==> src/rtl/dma_req_if_pkg.sv <==
// -----------------------------------------------------------------------------
// dma_req_if_pkg
// Shared definitions for the peripheral DMA request interface:
//   - chan_state_t : per-channel handshake FSM states (IDLE, REQ, HOLD)
//   - chan_mode_t  : per-channel request mode encoding (level / pulse)
//   - default synchronizer depth, pending-counter width and channel count
// -----------------------------------------------------------------------------
package dma_req_if_pkg;

    localparam int DEF_SYNC_STAGES = 2;
    localparam int DEF_PEND_W      = 4;
    localparam int NUM_CH          = 4;

    typedef enum logic [1:0] {
        IDLE = 2'd0,
        REQ  = 2'd1,
        HOLD = 2'd2
    } chan_state_t;

    typedef enum logic {
        MODE_LEVEL = 1'b0,   // 4-phase handshake on periph_req level
        MODE_PULSE = 1'b1    // each periph_req rising edge is one request
    } chan_mode_t;

endpackage

==> src/rtl/dma_req_chan.sv <==
// -----------------------------------------------------------------------------
// dma_req_chan
// One DMA request channel: synchronizes an asynchronous peripheral request,
// detects its rising edges, counts pulse-mode requests and runs the
// request/acknowledge handshake towards the DMA controller.
//
// Ports
//   clk, rst    : clock, asynchronous active-high reset
//   periph_req  : peripheral request (asynchronous to clk)
//   mode        : 0 = level, 1 = pulse; sampled only while IDLE
//   ack         : grant from the DMA controller (synchronous)
//   ovf_clr     : single-cycle clear of ovf
//   req         : registered request to the DMA controller
//   periph_ack  : registered acknowledge back to the peripheral
//   ovf         : sticky pending-counter overflow
// -----------------------------------------------------------------------------
module dma_req_chan
    import dma_req_if_pkg::*;
#(
    parameter int SYNC_STAGES = DEF_SYNC_STAGES,   // legal 2..3
    parameter int PEND_W      = DEF_PEND_W
) (
    input  logic clk,
    input  logic rst,
    input  logic periph_req,
    input  logic mode,
    input  logic ack,
    input  logic ovf_clr,
    output logic req,
    output logic periph_ack,
    output logic ovf
);

    logic [SYNC_STAGES-1:0] sync_q;
    logic                   sreq_d;
    logic                   sreq;
    logic [PEND_W-1:0]      pend;
    chan_state_t            state;
    chan_mode_t             mode_q;
    chan_mode_t             eff_mode;
    logic                   inc;
    logic                   dec;
    logic                   sat;

    assign sreq = sync_q[SYNC_STAGES-1];

    // NOTE: async reset clears the synchronizer too, so a request that was
    // in flight when reset hit is simply forgotten.
    always_ff @(posedge clk or posedge rst) begin
        if (rst) begin
            sync_q <= '0;
            sreq_d <= 1'b0;
        end else begin
            // NOTE: non-blocking assignments make every stage take the value
            // the previous stage held before this edge, forming a real chain.
            sync_q <= {sync_q[SYNC_STAGES-2:0], periph_req};
            sreq_d <= sreq;
        end
    end

    // While IDLE the live mode input applies; otherwise the value latched
    // when the current transfer started.
    assign eff_mode = (state == IDLE) ? chan_mode_t'(mode) : mode_q;
    assign sat      = &pend;
    assign inc      = sreq && !sreq_d && (eff_mode == MODE_PULSE);
    assign dec      = (state == REQ) && (mode_q == MODE_PULSE) && ack;

    // Pending counter: an edge and a grant in the same cycle cancel out,
    // and that case also never flags overflow even at saturation.
    always_ff @(posedge clk or posedge rst) begin
        if (rst) begin
            pend <= '0;
            ovf  <= 1'b0;
        end else begin
            if (inc && !dec) begin
                if (!sat) pend <= pend + 1'b1;
            end else if (dec && !inc) begin
                pend <= pend - 1'b1;
            end

            if (inc && sat && !dec) ovf <= 1'b1;
            else if (ovf_clr)       ovf <= 1'b0;
        end
    end

    always_ff @(posedge clk or posedge rst) begin
        if (rst) begin
            state      <= IDLE;
            mode_q     <= MODE_LEVEL;
            req        <= 1'b0;
            periph_ack <= 1'b0;
        end else begin
            case (state)
                IDLE: begin
                    periph_ack <= 1'b0;
                    mode_q     <= chan_mode_t'(mode);
                    if ((chan_mode_t'(mode) == MODE_LEVEL) ? sreq : (pend != '0)) begin
                        state <= REQ;
                        req   <= 1'b1;
                    end
                end
                REQ: begin
                    if (ack) begin
                        req        <= 1'b0;
                        periph_ack <= 1'b1;
                        // Pulse mode returns through IDLE, which guarantees
                        // at least one cycle of req low between grants.
                        state      <= (mode_q == MODE_LEVEL) ? HOLD : IDLE;
                    end
                end
                HOLD: begin
                    if (!sreq) begin
                        periph_ack <= 1'b0;
                        state      <= IDLE;
                    end
                end
                default: begin
                    state      <= IDLE;
                    req        <= 1'b0;
                    periph_ack <= 1'b0;
                end
            endcase
        end
    end

endmodule

==> src/rtl/dma_req_if.sv <==
// -----------------------------------------------------------------------------
// dma_req_if
// Four independent peripheral DMA request channels in front of the DMA
// controller's arbiter. Arbitration itself stays in the controller.
//
// Ports
//   HCLK, HRESET : clock, asynchronous active-high reset
//   periph_req   : [3:0] peripheral requests (asynchronous)
//   periph_ack   : [3:0] registered acknowledges to the peripherals
//   mode         : [3:0] per-channel mode, 0 = level, 1 = pulse
//   req_0..req_3 : registered requests to the controller
//   ack_0..ack_3 : grants from the controller
//   ovf          : [3:0] sticky pending-counter overflow
//   ovf_clr      : [3:0] single-cycle clear of ovf
// -----------------------------------------------------------------------------
module dma_req_if
    import dma_req_if_pkg::*;
#(
    parameter int SYNC_STAGES = DEF_SYNC_STAGES,
    parameter int PEND_W      = DEF_PEND_W
) (
    input  logic              HCLK,
    input  logic              HRESET,
    input  logic [NUM_CH-1:0] periph_req,
    output logic [NUM_CH-1:0] periph_ack,
    input  logic [NUM_CH-1:0] mode,
    output logic              req_0,
    output logic              req_1,
    output logic              req_2,
    output logic              req_3,
    input  logic              ack_0,
    input  logic              ack_1,
    input  logic              ack_2,
    input  logic              ack_3,
    output logic [NUM_CH-1:0] ovf,
    input  logic [NUM_CH-1:0] ovf_clr
);

    logic [NUM_CH-1:0] ack_v;
    logic [NUM_CH-1:0] req_v;

    assign ack_v = {ack_3, ack_2, ack_1, ack_0};
    assign req_0 = req_v[0];
    assign req_1 = req_v[1];
    assign req_2 = req_v[2];
    assign req_3 = req_v[3];

    for (genvar i = 0; i < NUM_CH; i++) begin : g_chan
        dma_req_chan #(
            .SYNC_STAGES (SYNC_STAGES),
            .PEND_W      (PEND_W)
        ) u_chan (
            .clk        (HCLK),
            .rst        (HRESET),
            .periph_req (periph_req[i]),
            .mode       (mode[i]),
            .ack        (ack_v[i]),
            .ovf_clr    (ovf_clr[i]),
            .req        (req_v[i]),
            .periph_ack (periph_ack[i]),
            .ovf        (ovf[i])
        );
    end

endmodule

==> config.mk <==
export PLATFORM = sky130hd
export DESIGN_NAME = dma_req_if
export DESIGN_NICKNAME = d
export VERILOG_FILES = /design/src/rtl/dma_req_if_pkg.sv /design/src/rtl/dma_req_chan.sv /design/src/rtl/dma_req_if.sv
export SDC_FILE = /design/constraint.sdc
export NUM_CORES = 1
export LEC_CHECK = 0
export ABC_CLOCK_PERIOD_IN_PS = 3150
export CAP_MARGIN = 25
export CORE_MARGIN = 3
export CORE_UTILIZATION = 55
export DETAILED_ROUTE_END_ITERATION = 12
export GPL_ROUTABILITY_DRIVEN = 0
export GPL_TIMING_DRIVEN = 0
export HOLD_SLACK_MARGIN = 0.15
export PLACE_DENSITY = 0.86
export SYNTH_ARGS = -nofsm -noshare
export SYNTH_HDL_FRONTEND = slang
export SYNTH_SLANG_ARGS = --single-unit
==> constraint.sdc <==
create_clock -name HCLK -period 3.15 [get_ports HCLK]
set_input_delay 0.4725 -clock HCLK [delete_from_list [all_inputs] [get_ports HCLK]]
set_output_delay 0.4725 -clock HCLK [all_outputs]
set_load 0.03 [all_outputs]
==> metrics.yaml <==
grt_max_degree: 42
post_route_cells_drive_above_1_share_pct: 13.70
gr-total-overflow: 0
fin_ws_ps: 499.4
period_minus_slack_ps: 2651
syn_area_sq_um: 2554
netlist_top_cells_area: "dfrtp_1 (51%), ha_1 (3.9%), fa_1 (3.1%)"
count_of_warnings_emitted_by_yosys: 0
floorplan.rows: 24
tightest_slew_ps: 650.1
grtUsageTotal_pct: 17.21
place.detailed.hpwl_microns: 3149
die-height_microns: 74.14
ys_ff_latch: 52
postCtsResizedCells: 0
biggest_area_consumer_among_synthesized_cells: "dfrtp_1"
maxSlewHeadroom_pct: 56.47
port_buffers: 29
worst_setup_hold_path_clk_slew_ps: 80
core_region_area_sq_um: 4414
cts.path.max_buffers: 2
cts_inserted_buffers: 5
timing.max_cap.violations: 0
area.growth.synth_to_final_pct: 18.57
slew_violations: 0
critical_path.top_delay_family: "compound AO/OA/AOI/OAI gates"
remaining_drc_errors: 0
max_freq_mhz: 377.3
ir_worst_vdd_mv: 0.5132
mappedNetlistNets: 264
drt_first_iter_violations: 115
timing.final.setup_violations: 0
finalNonFillerCells: 322
dieWidth_microns: 74.14
required_ps: 3370
number_of_fillers_in_the_final_layout: 338
design.die.area_sq_um: 5497
totalWireLength_microns: 4161
tns_ps: 0
clk_root_buffer_cell: "clkbuf_8"
yosys.cell_types.count: 45
synth-async-reset-ratio_pct: 100.0
power.leakage_nw: 1.335
cp_startpoint_kind: "primary input"
run_status: "complete, no violations"
cp_slowest_stage_delay_ps: 500
postRouteAntennaNets: 0
detail_route.first_pass.iterations: 5
dominantRegCellSynth: "dfrtp_1"
route.detailed.wl_per_inst_microns: 12.92
portion_of_the_clock_cycle_consumed_by_the_worst_path_in_the_final_layout_pct: 84.15
floorplan.initialDensity_pct: 57.85
pre_cts_slack_ps: 198.0
synth_area_per_cell_sq_um: 10.91
antenna_cells_inserted: 0
grt_pass1_wl_microns: 7362
path_max_fanout: 7
cts_tree: "built"
vias: 1794
tritoncts_num_sinks: 52
dp_cells: 316
crit_chain: "clkdlybuf4s50_1 > or3b_1 > a221o_2 > ha_1 > a21o_1 > a21oi_1 > mux2i_1 > nor2_1 > a21oi_1"
first_global_vias: 1723
cts_hold_buffers: 0
power_per_standard_cell_area_nw_per_um2: 902.2
rsz_0062_raised_after_global_routing: "false"
cp_common_cell: "a21oi_1"
share_of_the_yosys_chip_area_belonging_to_registers_pct: 50.96
hold_viol: 0
via_per_inst: 5.571
worstSetupEndpointType: "flop"
clock-skew-final_ps: 10.82
cts_post_setup_buffers_inserted: 0
count_of_flip_flops_with_a_built_in_enable_after_synthesis: 0
synthesis.instances: 234
worstSetupPathType: "in -> reg"
synth_top_area_share_pct: 50.96
ios: 30
worstPathBufferInverterCount: 1
clk-insertion-delay-late_ps: 300
critPathArrivalTime_ps: 2870
final_stage_net_count: 301
critical_path.slowest_cell: "clkdlybuf4s50_1"
worst_hold_path_type: "reg -> reg"
antenna_found_initial: 0
cts_htree_levels: 2
metrics by stage:
stage	util (%)	total power (W)	cell area (sq um)	hold slack [ps]
5_1_grt	68.59	0.002962	3028	359.0
6_report	68.59	0.002732	3028	350.7
4_1_cts	68.59	0.002765	3028	355.3
2_1_floorplan	-	0.002005	2554	331.2
3_5_place_dp	66.35	0.002326	2929	334.7
3_3_place_gp	65.90	0.002263	2909	331.6
layout make-up:
type	count	area, sq um	share of cell area (%)
repair buffers	30	310.3	10.25
well taps	52	65.06	2.149
clock inverters	1	30.03	0.9917
clock buffers	5	68.82	2.273
inverters	10	37.54	1.240
plain buffers	10	67.56	2.231
multi-input cells	162	1147	37.89
flip-flops and latches	52	1301	42.98
synthesized netlist by cell type (2+ instances only):
cell	instances
clkbuf_1	2
o22ai_1	7
and4_1	2
and3b_1	2
mux2_2	5
nand4_1	4
ha_1	8
nand2_1	20
fa_1	4
buf_4	8
dfrtp_1	52
a21oi_1	12
nor2_1	14
nand3_1	4
a211oi_1	2
nor3_1	2
or4b_2	3
nand4b_1	2
xor2_1	4
or2_2	4
o31ai_1	5
o21a_1	3
nand2b_1	4
nor2b_1	6
inv_1	10
mux2i_1	3
o21ai_0	15
o21bai_1	2
o22a_2	2
o22a_1	5
and3_1	2
a21o_1	3
logic make-up after synthesis:
| kind of cell | share of synthesized area, % |
|---|---|
| muxes | 3.968 |
| xor gates and xnor gates | 1.372 |
| AOI/OAI and AO/OA | 15.43 |
| adders and majority gates | 7.056 |
| and+or+nand+nor | 17.10 |
| buffers and inverters | 4.116 |
| DFF | 50.96 |
report_power, final:
part	internal, W	switching, W	total (W)
Sequential	0.000905	0.000250	0.00116
Combinational	0.000587	0.000562	0.00115
Clock	0.000228	0.000200	0.000428
routing by layer:
layer,routed length (microns),up-vias,GRT usage [%]
li1,-,903,-
met1,1942,843,22.55
met2,1956,38,27.36
met3,186,10,4.595
met4,75,0,6.841
met5,0,-,0
layout by cell type, fill, tap and decap left out, types with 5 or more instances in the layout:
cell / Yosys / layout
ha_1: 8 / 8
o31ai_1: 5 / 5
nand2_1: 20 / 20
clkdlybuf4s50_1: 0 / 29
o22a_1: 5 / 5
inv_1: 10 / 9
mux2_2: 5 / 5
o21ai_0: 15 / 15
a21oi_1: 12 / 12
o22ai_1: 7 / 7
clkbuf_8: 0 / 5
dfrtp_1: 52 / 52
buf_4: 8 / 8
nor2_1: 14 / 14
nor2b_1: 6 / 6
sequential cells by signal, summed over array words and instances (netlist names):
register / flops
g_chan.u_chan.mode_q: 4
g_chan.u_chan.state: 8
g_chan.u_chan.periph_ack: 4
g_chan.u_chan.sync_q: 8
g_chan.u_chan.sreq_d: 4
g_chan.u_chan.req: 4
g_chan.u_chan.pend: 16
g_chan.u_chan.ovf: 4
worst register-to-register path, cell delays in order, from the launching register on:
cell      delay [ps]
dfrtp_1          370
clkbuf_1         190
o21a_1           230
o211ai_1         530
ha_1             390
a21oi_1          210
a21oi_1          110
and3_1           220
a211oi_1         190
worst paths after layout:
check                                      startpoint                           to  slack [ps]  depth (start not counted)
max                                           mode[1]     g_chan[1].u_chan.pend[3]         500                          9
min                        g_chan[1].u_chan.sync_q[0]   g_chan[1].u_chan.sync_q[1]         350                          0
max reg2reg                 g_chan[3].u_chan.state[1]     g_chan[3].u_chan.pend[3]         630                          8
min reg2reg                g_chan[1].u_chan.sync_q[0]   g_chan[1].u_chan.sync_q[1]         350                          0
max in group asynchronous                      HRESET    g_chan[1].u_chan.state[1]        2250                          3
min in group asynchronous                      HRESET  g_chan[3].u_chan.periph_ack         420                          2
(Power assumes the default switching activity.)
